### src/rtl/simm_bus_pkg.sv
// Shared definitions for the SIMM bus initiator: FSM encoding, line/beat geometry, read byte mask.
package simm_bus_pkg;

    localparam int unsigned ADDR_W     = 32;
    localparam int unsigned DATA_W     = 32;
    localparam int unsigned SEL_W      = 4;
    localparam int unsigned BEAT_IDX_W = 2;
    localparam int unsigned LINE_BYTES = 16;
    localparam int unsigned BEAT_BYTES = 4;

    localparam logic [SEL_W-1:0] RD_BYTE_SEL = 4'b1111;

    typedef enum logic [2:0] {
        ST_IDLE    = 3'd0,
        ST_ASSERT  = 3'd1,
        ST_WAIT    = 3'd2,
        ST_LATCH   = 3'd3,
        ST_RECOVER = 3'd4
    } bus_state_t;

endpackage

### src/rtl/simm_beat_addr.sv
// Bus address of a given beat of a burst: wraps inside the 16-byte line or advances linearly.
module simm_beat_addr
    import simm_bus_pkg::*;
#(
    parameter int unsigned WRAP_LINE = 1
) (
    input  logic [ADDR_W-1:0]     start_addr,
    input  logic [BEAT_IDX_W-1:0] beat_idx,
    output logic [ADDR_W-1:0]     beat_addr_c
);

    localparam logic [ADDR_W-1:0] LINE_MASK = ADDR_W'(LINE_BYTES - 1);

    logic [ADDR_W-1:0] offset;
    logic [ADDR_W-1:0] linear;

    always_comb begin
        offset = ADDR_W'(beat_idx) * ADDR_W'(BEAT_BYTES);
        linear = start_addr + offset;
        if (WRAP_LINE != 0) begin
            // line base stays fixed, only the in-line offset rolls over
            beat_addr_c = (start_addr & ~LINE_MASK) | (linear & LINE_MASK);
        end else begin
            beat_addr_c = linear;
        end
    end

endmodule

### src/rtl/simm_burst_master.sv
// SIMM bus initiator: one internal request becomes 1-4 longword strobe cycles, each completed by
// waitstate going low, with per-beat read capture / write handshakes and a WAIT timeout.
module simm_burst_master
    import simm_bus_pkg::*;
#(
    parameter int unsigned TIMEOUT_CYCLES = 64,
    parameter int unsigned WRAP_LINE      = 1
) (
    input  logic                  clock,
    input  logic                  reset,
    input  logic                  req,
    input  logic                  req_write,
    input  logic [ADDR_W-1:0]     req_addr,
    input  logic [BEAT_IDX_W-1:0] req_beats,
    input  logic [SEL_W-1:0]      req_byte_sel,
    input  logic [DATA_W-1:0]     wr_data,
    output logic                  wr_next,
    output logic [DATA_W-1:0]     rd_data,
    output logic                  rd_valid,
    output logic                  busy,
    output logic                  done,
    output logic                  err,
    output logic                  cs,
    output logic                  as,
    output logic                  ds,
    output logic                  rn_w,
    output logic [ADDR_W-1:0]     addr,
    output logic [SEL_W-1:0]      byte_selects,
    output logic [DATA_W-1:0]     data_out,
    output logic                  data_oe,
    input  logic [DATA_W-1:0]     data_in,
    input  logic                  waitstate
);

    localparam int unsigned TO_W = $clog2(TIMEOUT_CYCLES) + 1;

    bus_state_t              state_q, state_d;
    logic [ADDR_W-1:0]       start_q, start_d;
    logic                    write_q, write_d;
    logic [BEAT_IDX_W-1:0]   beats_q, beats_d;
    logic [SEL_W-1:0]        sel_q, sel_d;
    logic [BEAT_IDX_W-1:0]   beat_q, beat_d;
    logic [TO_W-1:0]         to_cnt_q, to_cnt_d;
    logic                    strobe_q, strobe_d;
    logic                    rn_w_q, rn_w_d;
    logic [ADDR_W-1:0]       addr_q, addr_d;
    logic [SEL_W-1:0]        bs_q, bs_d;
    logic [DATA_W-1:0]       dout_q, dout_d;
    logic                    oe_q, oe_d;
    logic [DATA_W-1:0]       rd_data_q, rd_data_d;
    logic                    rd_valid_q, rd_valid_d;
    logic                    wr_next_q, wr_next_d;
    logic                    busy_q, busy_d;
    logic                    done_q, done_d;
    logic                    err_q, err_d;
    logic [ADDR_W-1:0]       beat_addr_c;

    simm_beat_addr #(
        .WRAP_LINE (WRAP_LINE)
    ) u_beat_addr (
        .start_addr  (start_q),
        .beat_idx    (beat_q),
        .beat_addr_c (beat_addr_c)
    );

    always_ff @(posedge clock or posedge reset) begin
        if (reset) begin
            state_q    <= ST_IDLE;
            start_q    <= '0;
            write_q    <= 1'b0;
            beats_q    <= '0;
            sel_q      <= '0;
            beat_q     <= '0;
            to_cnt_q   <= '0;
            strobe_q   <= 1'b0;
            rn_w_q     <= 1'b1;
            addr_q     <= '0;
            bs_q       <= '0;
            dout_q     <= '0;
            oe_q       <= 1'b0;
            rd_data_q  <= '0;
            rd_valid_q <= 1'b0;
            wr_next_q  <= 1'b0;
            busy_q     <= 1'b0;
            done_q     <= 1'b0;
            err_q      <= 1'b0;
        end else begin
            state_q    <= state_d;
            start_q    <= start_d;
            write_q    <= write_d;
            beats_q    <= beats_d;
            sel_q      <= sel_d;
            beat_q     <= beat_d;
            to_cnt_q   <= to_cnt_d;
            strobe_q   <= strobe_d;
            rn_w_q     <= rn_w_d;
            addr_q     <= addr_d;
            bs_q       <= bs_d;
            dout_q     <= dout_d;
            oe_q       <= oe_d;
            rd_data_q  <= rd_data_d;
            rd_valid_q <= rd_valid_d;
            wr_next_q  <= wr_next_d;
            busy_q     <= busy_d;
            done_q     <= done_d;
            err_q      <= err_d;
        end
    end

    always_comb begin
        state_d    = state_q;
        start_d    = start_q;
        write_d    = write_q;
        beats_d    = beats_q;
        sel_d      = sel_q;
        beat_d     = beat_q;
        to_cnt_d   = to_cnt_q;
        strobe_d   = strobe_q;
        rn_w_d     = rn_w_q;
        addr_d     = addr_q;
        bs_d       = bs_q;
        dout_d     = dout_q;
        oe_d       = oe_q;
        rd_data_d  = rd_data_q;
        rd_valid_d = 1'b0;
        wr_next_d  = 1'b0;
        busy_d     = busy_q;
        done_d     = 1'b0;
        err_d      = 1'b0;

        unique case (state_q)
            ST_IDLE: begin
                if (req) begin
                    start_d = req_addr & ~ADDR_W'(BEAT_BYTES - 1);
                    write_d = req_write;
                    beats_d = req_beats;
                    sel_d   = req_byte_sel;
                    beat_d  = '0;
                    busy_d  = 1'b1;
                    state_d = ST_ASSERT;
                end
            end
            ST_ASSERT: begin
                // waitstate is deliberately not looked at here: a low value is stale
                addr_d   = beat_addr_c;
                rn_w_d   = ~write_q;
                bs_d     = write_q ? sel_q : RD_BYTE_SEL;
                oe_d     = write_q;
                if (write_q) begin
                    dout_d = wr_data;
                end
                strobe_d = 1'b1;
                to_cnt_d = '0;
                state_d  = ST_WAIT;
            end
            ST_WAIT: begin
                if (!waitstate) begin
                    strobe_d = 1'b0;
                    oe_d     = 1'b0;
                    if (write_q) begin
                        wr_next_d = 1'b1;
                    end else begin
                        rd_data_d  = data_in;
                        rd_valid_d = 1'b1;
                    end
                    state_d = ST_LATCH;
                end else if (to_cnt_q == TO_W'(TIMEOUT_CYCLES - 1)) begin
                    strobe_d = 1'b0;
                    oe_d     = 1'b0;
                    err_d    = 1'b1;
                    busy_d   = 1'b0;
                    state_d  = ST_IDLE;
                end else begin
                    to_cnt_d = to_cnt_q + TO_W'(1);
                end
            end
            ST_LATCH: begin
                state_d = ST_RECOVER;
            end
            ST_RECOVER: begin
                // controller must be back in idle before the next address strobe
                if (waitstate) begin
                    if (beat_q == beats_q) begin
                        done_d  = 1'b1;
                        busy_d  = 1'b0;
                        state_d = ST_IDLE;
                    end else begin
                        beat_d  = beat_q + BEAT_IDX_W'(1);
                        state_d = ST_ASSERT;
                    end
                end
            end
            default: begin
                state_d = ST_IDLE;
            end
        endcase
    end

    assign cs           = strobe_q;
    assign as           = strobe_q;
    assign ds           = strobe_q;
    assign rn_w         = rn_w_q;
    assign addr         = addr_q;
    assign byte_selects = bs_q;
    assign data_out     = dout_q;
    assign data_oe      = oe_q;
    assign rd_data      = rd_data_q;
    assign rd_valid     = rd_valid_q;
    assign wr_next      = wr_next_q;
    assign busy         = busy_q;
    assign done         = done_q;
    assign err          = err_q;

endmodule

### config.mk
export PLATFORM = sky130hd
export DESIGN_NAME = simm_burst_master
export DESIGN_NICKNAME = d
export VERILOG_FILES = /design/src/rtl/simm_bus_pkg.sv /design/src/rtl/simm_beat_addr.sv /design/src/rtl/simm_burst_master.sv
export SDC_FILE = /design/constraint.sdc
export NUM_CORES = 1
export LEC_CHECK = 0
export ABC_AREA = 1
export CAP_MARGIN = 20
export CELL_PAD_IN_SITES_DETAIL_PLACEMENT = 2
export CELL_PAD_IN_SITES_GLOBAL_PLACEMENT = 2
export CORE_MARGIN = 1.5
export CORE_UTILIZATION = 26
export CTS_CLUSTER_DIAMETER = 120
export DETAILED_ROUTE_END_ITERATION = 8
export GPL_TIMING_DRIVEN = 0
export HOLD_SLACK_MARGIN = 0.1
export PLACE_DENSITY_LB_ADDON = 0.3
export SETUP_SLACK_MARGIN = 0.2
export SYNTH_ARGS = -nofsm -noshare
export SYNTH_HDL_FRONTEND = slang
export SYNTH_SLANG_ARGS = --single-unit
### constraint.sdc
create_clock -name clock -period 6.6 [get_ports clock]
set_clock_uncertainty 0.05 [all_clocks]
set_input_delay 1.32 -clock clock [delete_from_list [all_inputs] [get_ports clock]]
set_output_delay 1.32 -clock clock [all_outputs]
set_load 0.1 [all_outputs]
### After elaboration in Yosys (flattened, before gate mapping)

Index checks and enable logic that the tools add are counted.

| storage, ports and cells | value |
|---|---|
| bits in registers | 157 |
| latch bits | 0 |
| memory bits (writable) | 0 |
| bits in read-only memories | 0 |
| input port bits | 107 |
| output and inout port bits | 110 |
| word-level logic and storage cells | 86 |
| memories | 0 |

| operators by class | value |
|---|---|
| add/subtract/negate cells | 3 |
| multiply operators | 0 |
| divide/modulo/power cells | 0 |
| magnitude comparators | 0 |
| eq/ne operators | 14 |
| shifts and indexed selects | 0 |
| mux-type cells | 35 |
| bitwise logic cells | 3 |
| reductions and logical operators | 12 |

Operator list:

| cell | count |
|---|---|
| 32-bit by 4-bit bitwise OR with 32-bit output | 1 |
| 1-bit 2-to-1 mux | 19 |
| 3-bit one-hot mux with 5 select lines | 1 |
| 7-bit 2-to-1 mux | 2 |
| 2-bit != test, second input constant | 7 |
| 7-bit one-hot mux with 2 select lines | 1 |
| 3-bit 2-to-1 mux | 4 |
| 3-bit AND reduction | 3 |
| 7-bit by 1-bit adder with 7-bit output, second input constant | 1 |
| 7-bit by 6-bit == test with 1-bit output, second input constant | 1 |
| 3-bit by 2-bit == test with 1-bit output, second input constant | 2 |
| 2-bit 2-to-1 mux | 3 |
| 2-bit AND reduction | 3 |
| 6-bit AND reduction | 1 |
| 4-bit adder | 1 |
| 4-bit 2-to-1 mux | 1 |
| 1-bit one-hot mux with 2 select lines | 2 |
| 2-bit one-hot mux with 2 select lines | 1 |
| 4-bit AND reduction | 1 |
| 2-bit nonzero test | 2 |
| 3-bit by 1-bit == test with 1-bit output, second input constant | 1 |
| 3-bit == test, second input constant | 1 |
| 3-bit zero test | 1 |
| 3-bit != test, second input constant | 1 |
| 5 further kinds | 6 |

### Logic depth before layout (Yosys ltp)

Gate-level depths: netlist (run 1).

| logic depth | value |
|---|---|
| depth after elaboration | 4 |
| mapped depth | 9 |
| mapped depth without buffers | 9 |

### By module

Synthesis (run 1) repeated with hierarchy kept, for this count alone.

| unflattened totals | value |
|---|---|
| cells, all modules | 676 |
| area total of the unflattened synthesis | 6621.4 um^2 |

By module, submodules not included:

| module | times used | cells each | area each (um^2) | seq. area each (um^2) |
|---|---|---|---|---|
| simm_burst_master | 1 | 636 | 6348.6 | 3930.0 |
| simm_beat_addr | 1 | 40 | 272.8 | 0.0 |

### Worst setup path before layout (run 1)

No wires, ideal clock.

| timing | value |
|---|---|
| path type | reg2out |
| start | reg strobe_q (netlist: as) |
| end | out cs |
| arrival | 1357 ps |
| data required time | 5230 ps |
| slack | 3873 ps |
| cell stages (with the launch flop) | 2 |
| path buffers | 1 |
| cells stage by stage | dfrtp_1 > buf_4 |

RTL lines:

| what | line | text |
|---|---|---|
| from (decl) | simm_burst_master.sv:44 | `logic strobe_q, strobe_d;` |
| from (signal assigned) | simm_burst_master.sv:95 | `strobe_q <= strobe_d;` |
| to (decl) | simm_burst_master.sv:23 | `output logic cs,` |

No word-level cell between the ends.

### Worst setup path after layout (run 1)

| timing | value |
|---|---|
| start | reg rn_w_q (netlist: rn_w) |
| end | out rn_w |

RTL lines:

| what | line | text |
|---|---|---|
| from (decl) | simm_burst_master.sv:45 | `logic rn_w_q, rn_w_d;` |
| from (signal assigned) | simm_burst_master.sv:96 | `rn_w_q <= rn_w_d;` |
| to (decl) | simm_burst_master.sv:26 | `output logic rn_w,` |

No word-level cell between the ends.

==> results of run 1 <==
-- routing by layer --
metal / GRT usage, % / part of all wire [%] / up-vias / wire, um
li1: - / - / 2434 / -
met1: 20.4 / 42 / 2551 / 8130
met2: 28.0 / 50 / 121 / 9540
met3: 5.76 / 6.8 / 14 / 1310
met4: 3.76 / 0.87 / 0 / 166
met5: 0 / 0 / - / 0
-- final timing paths --
path                        startpoint          end  slack [ns]  depth (start not counted)
max reg2reg                to_cnt_q[0]           as        4.79                          8
max in group asynchronous        reset  to_cnt_q[3]        4.36                          3
max                               rn_w         rn_w        3.14                          1
min reg2reg                data_out[0]  data_out[0]        0.42                          2
min                        data_out[0]  data_out[0]        0.42                          2
min in group asynchronous        reset  rd_data[26]        1.25                          2
-- synth_stat cells (3+ instances only) --
cell      instances
nand2_1         306
mux2_2           23
buf_2             9
dfrtp_1         154
nand3_1           9
inv_2             4
xor2_1            3
buf_4             7
buf_6             6
o22a_1            4
clkbuf_1          5
nor2_1           26
inv_1            32
xnor2_1           3
nor2_2            3
a21oi_1          17
o21ai_0          12
-- kinds of logic after synthesis --
logic type | synth area share [%]
adders and majority gates | 0.407
DFF | 63.1
and+or+nand+nor | 22.5
buffers and inverters | 5.31
other | 0.0610
AOI/OAI and AO/OA | 3.34
xor gates and xnor gates | 0.854
muxes | 4.45
-- cell type report --
cell class	instances	area (um^2)	share of cell area (%)
Buffer	28	188	2.01
Clock buffer	18	439	4.70
Clock inverter	12	188	2.01
Inverter	37	146	1.57
Multi-Input combinational cell	422	1950	20.9
Sequential cell	155	3880	41.5
Tap cell	319	399	4.27
Timing Repair Buffer	213	2150	23.0
-- registers in the layout, summed over array words and instances, names as in the netlist --
name          cells
addr             30
rd_data          32
write_q           1
start_q          30
busy              1
wr_next           1
done              1
sel_q             4
data_out         32
rn_w              1
data_oe           1
rd_valid          1
beats_q           2
to_cnt_q          7
beat_q            2
state_q           3
as                1
err               1
byte_selects      4
-- metrics by stage --
step	cells	setup TNS [ns]	hold WS [ns]	instance area, um^2	setup slack (ns)
CTS	1204	0	0.424	9340	3.11
finish	1204	0	0.419	9340	3.14
global route	1204	0	0.447	9340	3.08
detailed placement	1174	0	0.407	8710	3.58
global placement	1173	-252.63	0.393	8680	-1.65
floorplan	642	0	0.386	6160	1.05
==> results.toml, run 1 <==
[critical_path]
slowest_delay_ns = 1.13
critPathLaunchType = "flip-flop"
slowest_stage = "clkdlybuf4s50_1"
cp_data_arrival_time_ns = 2.09
crit_chain = "clkdlybuf4s50_1"
crit_path_max_fanout = 2
path_delay_family = "buffers and inverters"
required_ns = 5.23
end_kind = "output port"
crit_buf_inv = 1
criticalPathCategory = "flip-flop to output port"

[clock_tree]
post_cts_buffers = 0
cts.repair.resized = 0
hold_buffers = 0
clk_latency_ns = 0.41
cts_inserted_buffers = 17
cts_tree = "yes"
clock_sinks = 155
cts_root_buffer = "clkbuf_16"
cts.clk_slew.worst_paths_ns = 0.07
clockBufferDepth = 2
cts_htree_levels = 4

[status]
status = "completed"

[synthesis]
ys.flop_type = "dfrtp_1"
synth-edff-count = 0
synth-seq-cells = 155
synth_area_per_cell_um2 = 9.60
synthTopCellsByArea = "dfrtp_1, nand2_1, mux2_2"
synthesis.instances = 641
yosysWarnings = 0
synth_top_area_share_pct = 62.6
synth_seq_area_share_pct = 63.1
synth.distinct_cells = 31
synth_async_sr_flop_share_pct = 100
synth_top_area_cell = "dfrtp_1"
synth_area_mm2 = 0.00615

[detailed_routing]
wl_per_cell_um = 15.9
drtIter0Drc = 181
wl_um = 19200
drc_errors = 0
vias = 5120
final_antenna_net_count = 0
vias_per_cell = 4.25
drt-pass1-iter-count = 4

[place]
gp_congestion = 0.724
io_buffer_count = 212
dp_hpwl_um = 14100

[global_route]
grt_pass1_vias = 5738
antenna_found_initial = 0
groute.usage.overall_pct = 16.6
grt_pass1_wl_um = 31200
grt_max_degree = 107
grt_overflow_total = 0

[sta]
period_share_pct = 52.4
grt_setup_unrepaired = "no"
hold_viol = 0
report.final.slew_viol_count = 0
fin_crit_ns = 3.46
timing.fmax_mhz = 289
relSlewSlack_pct = 30.2
setup_viol = 0
tightest_slew_ns = 1.04

[layout]
final_cell_mix = "nand2_1, clkdlybuf4s50_1, dfrtp_1"
final_core_util_pct = 40.0
area_delta_synth_final_pct = 51.8
drive_gt1_share_pct = 10.4
num_antenna_cells = 0
final_nets = 983
final_common_cell = "nand2_1"
fillers = 2532

[floorplanning]
die_h_um = 157
initial_utilization_pct = 26.4
num_rows = 56
die-area_mm2 = 0.0246
die_x_um = 157
core_mm2 = 0.0233
io_pins = 217

[worst_hold_path]
worstHoldPathType = "flip-flop to flip-flop"

[flow_run]
cap_viol_max_count = 0
Power of run 1 is left out: the tool's default activity adds up to more than one toggle a clock period on the data nets, which glitch-free logic cannot reach.
==> run 2, diff against run 1 <==
Settings changed: CORE_UTILIZATION 26 to 24.
Clock period 6.6 ns to 3.1 ns, I/O delays scaled along.
==> results.toml, run 2 (synthesized netlist as in run 1, its figures left out) <==
[layout]
num_antenna_cells = 0
area_delta_synth_final_pct = 52.8
final_cells = 1220
drive_gt1_share_pct = 10.9
fillers = 2740
final_core_util_pct = 37.3
multi_input_area_mm2 = 0.00195
design_area_mm2 = 0.00940
final_nets = 986
final_common_cell = "nand2_1"
seqCellArea_mm2 = 0.00388
final_cell_mix = "nand2_1, clkdlybuf4s50_1, dfrtp_1"

[critical_path]
regToRegEndpoint = "data_oe"
critPathLaunchType = "flip-flop"
slowest_delay_ns = 1.17
cp_data_arrival_time_ns = 2.12
end_kind = "output port"
crit_buf_inv = 1
crit_cells = 1
regToRegSetupSlack_ns = 1.33
r2r-start = "to_cnt_q[0]"
criticalPathCategory = "flip-flop to output port"
slowest_stage = "clkdlybuf4s50_1"
crit_chain = "clkdlybuf4s50_1"
required_ns = 2.43
path_delay_family = "buffers and inverters"
r2r_cells = 8
crit_path_max_fanout = 2

[detailed_routing]
vias = 5122
wl_um = 19100
drtIter0Drc = 228
drc_errors = 0
drt-pass1-iter-count = 4
final_antenna_net_count = 0
wl_per_cell_um = 15.7
vias_per_cell = 4.20

[place]
place_inst = 1188
dpl_cell_area_mm2 = 0.00877
gp_congestion = 0.710
dp_hpwl_um = 14300
io_buffer_count = 212

[clock_tree]
cts.clk_slew.worst_paths_ns = 0.07
cts_root_buffer = "clkbuf_16"
cts_htree_levels = 4
cts_inserted_buffers = 17
clock_sinks = 155
cts.repair.resized = 0
clockBufferDepth = 2
cts_tree = "yes"
hold_buffers = 0
post_cts_buffers = 0
clk_latency_ns = 0.42

[floorplanning]
core_mm2 = 0.0252
die-area_mm2 = 0.0266
die_x_um = 163
die_h_um = 163
num_rows = 58
io_pins = 217
initial_utilization_pct = 24.4

[sta]
fin_crit_ns = 2.79
hold_viol = 0
report.final.slew_viol_count = 0
timing.fmax_mhz = 358
tightest_slew_ns = 1.05
grt_setup_unrepaired = "no"
setup_viol = 0
period_share_pct = 90.1
relSlewSlack_pct = 29.6

[worst_hold_path]
worstHoldPathType = "flip-flop to flip-flop"
min_from = "data_out[17]"
hold_end = "data_out[17]"
whs_path_depth = 2

[flow_run]
cap_viol_max_count = 0

[global_route]
grt_overflow_total = 0
grt_pass1_wl_um = 30800
groute.usage.overall_pct = 15.1
antenna_found_initial = 0
grt_pass1_vias = 5601
grt_max_degree = 40

[status]
status = "completed"
[run 2: final cells by class]
cell class	instances	share of cell area (%)
buffer	28	2.00
clock buffer	17	4.52
clock inverter	15	2.16
inverter	37	1.52
multi-input combinational	422	20.7
sequential	155	41.3
tap	330	4.39
timing repair buffer	216	23.4
[run 2: worst min-delay path: stages (launching register included)]
cell	delay, ns
dfrtp_1	0.34
nand2_1	0.05
nand2_1	0.05
[run 2: metal layers]
metal  track usage (%)  wire length (um)
met5                 0                 0
met1              19.0              8300
met3              4.42              1090
met4              4.46               208
met2              25.0              9510
[run 2: how the worst max path moves through the flow]
stage	from	endpoint	slack, ns
floorplan	reset	addr[10]	0.47
global placement	reset	addr[4]	-1.17
detailed placement	rn_w	rn_w	0.73
CTS	rn_w	rn_w	0.27
global route	rn_w	rn_w	0.28
finish	rn_w	rn_w	0.31
[run 2: metrics by stage]
stage	setup WS (ns)	hold WS, ns	setup TNS, ns
6_report	0.305	0.419	0
2_1_floorplan	0.472	0.386	0
4_1_cts	0.269	0.421	0
5_1_grt	0.276	0.444	0
3_5_place_dp	0.731	0.407	0
3_3_place_gp	-1.17	0.397	-178.34
Power of run 2 is left out for the same reason.
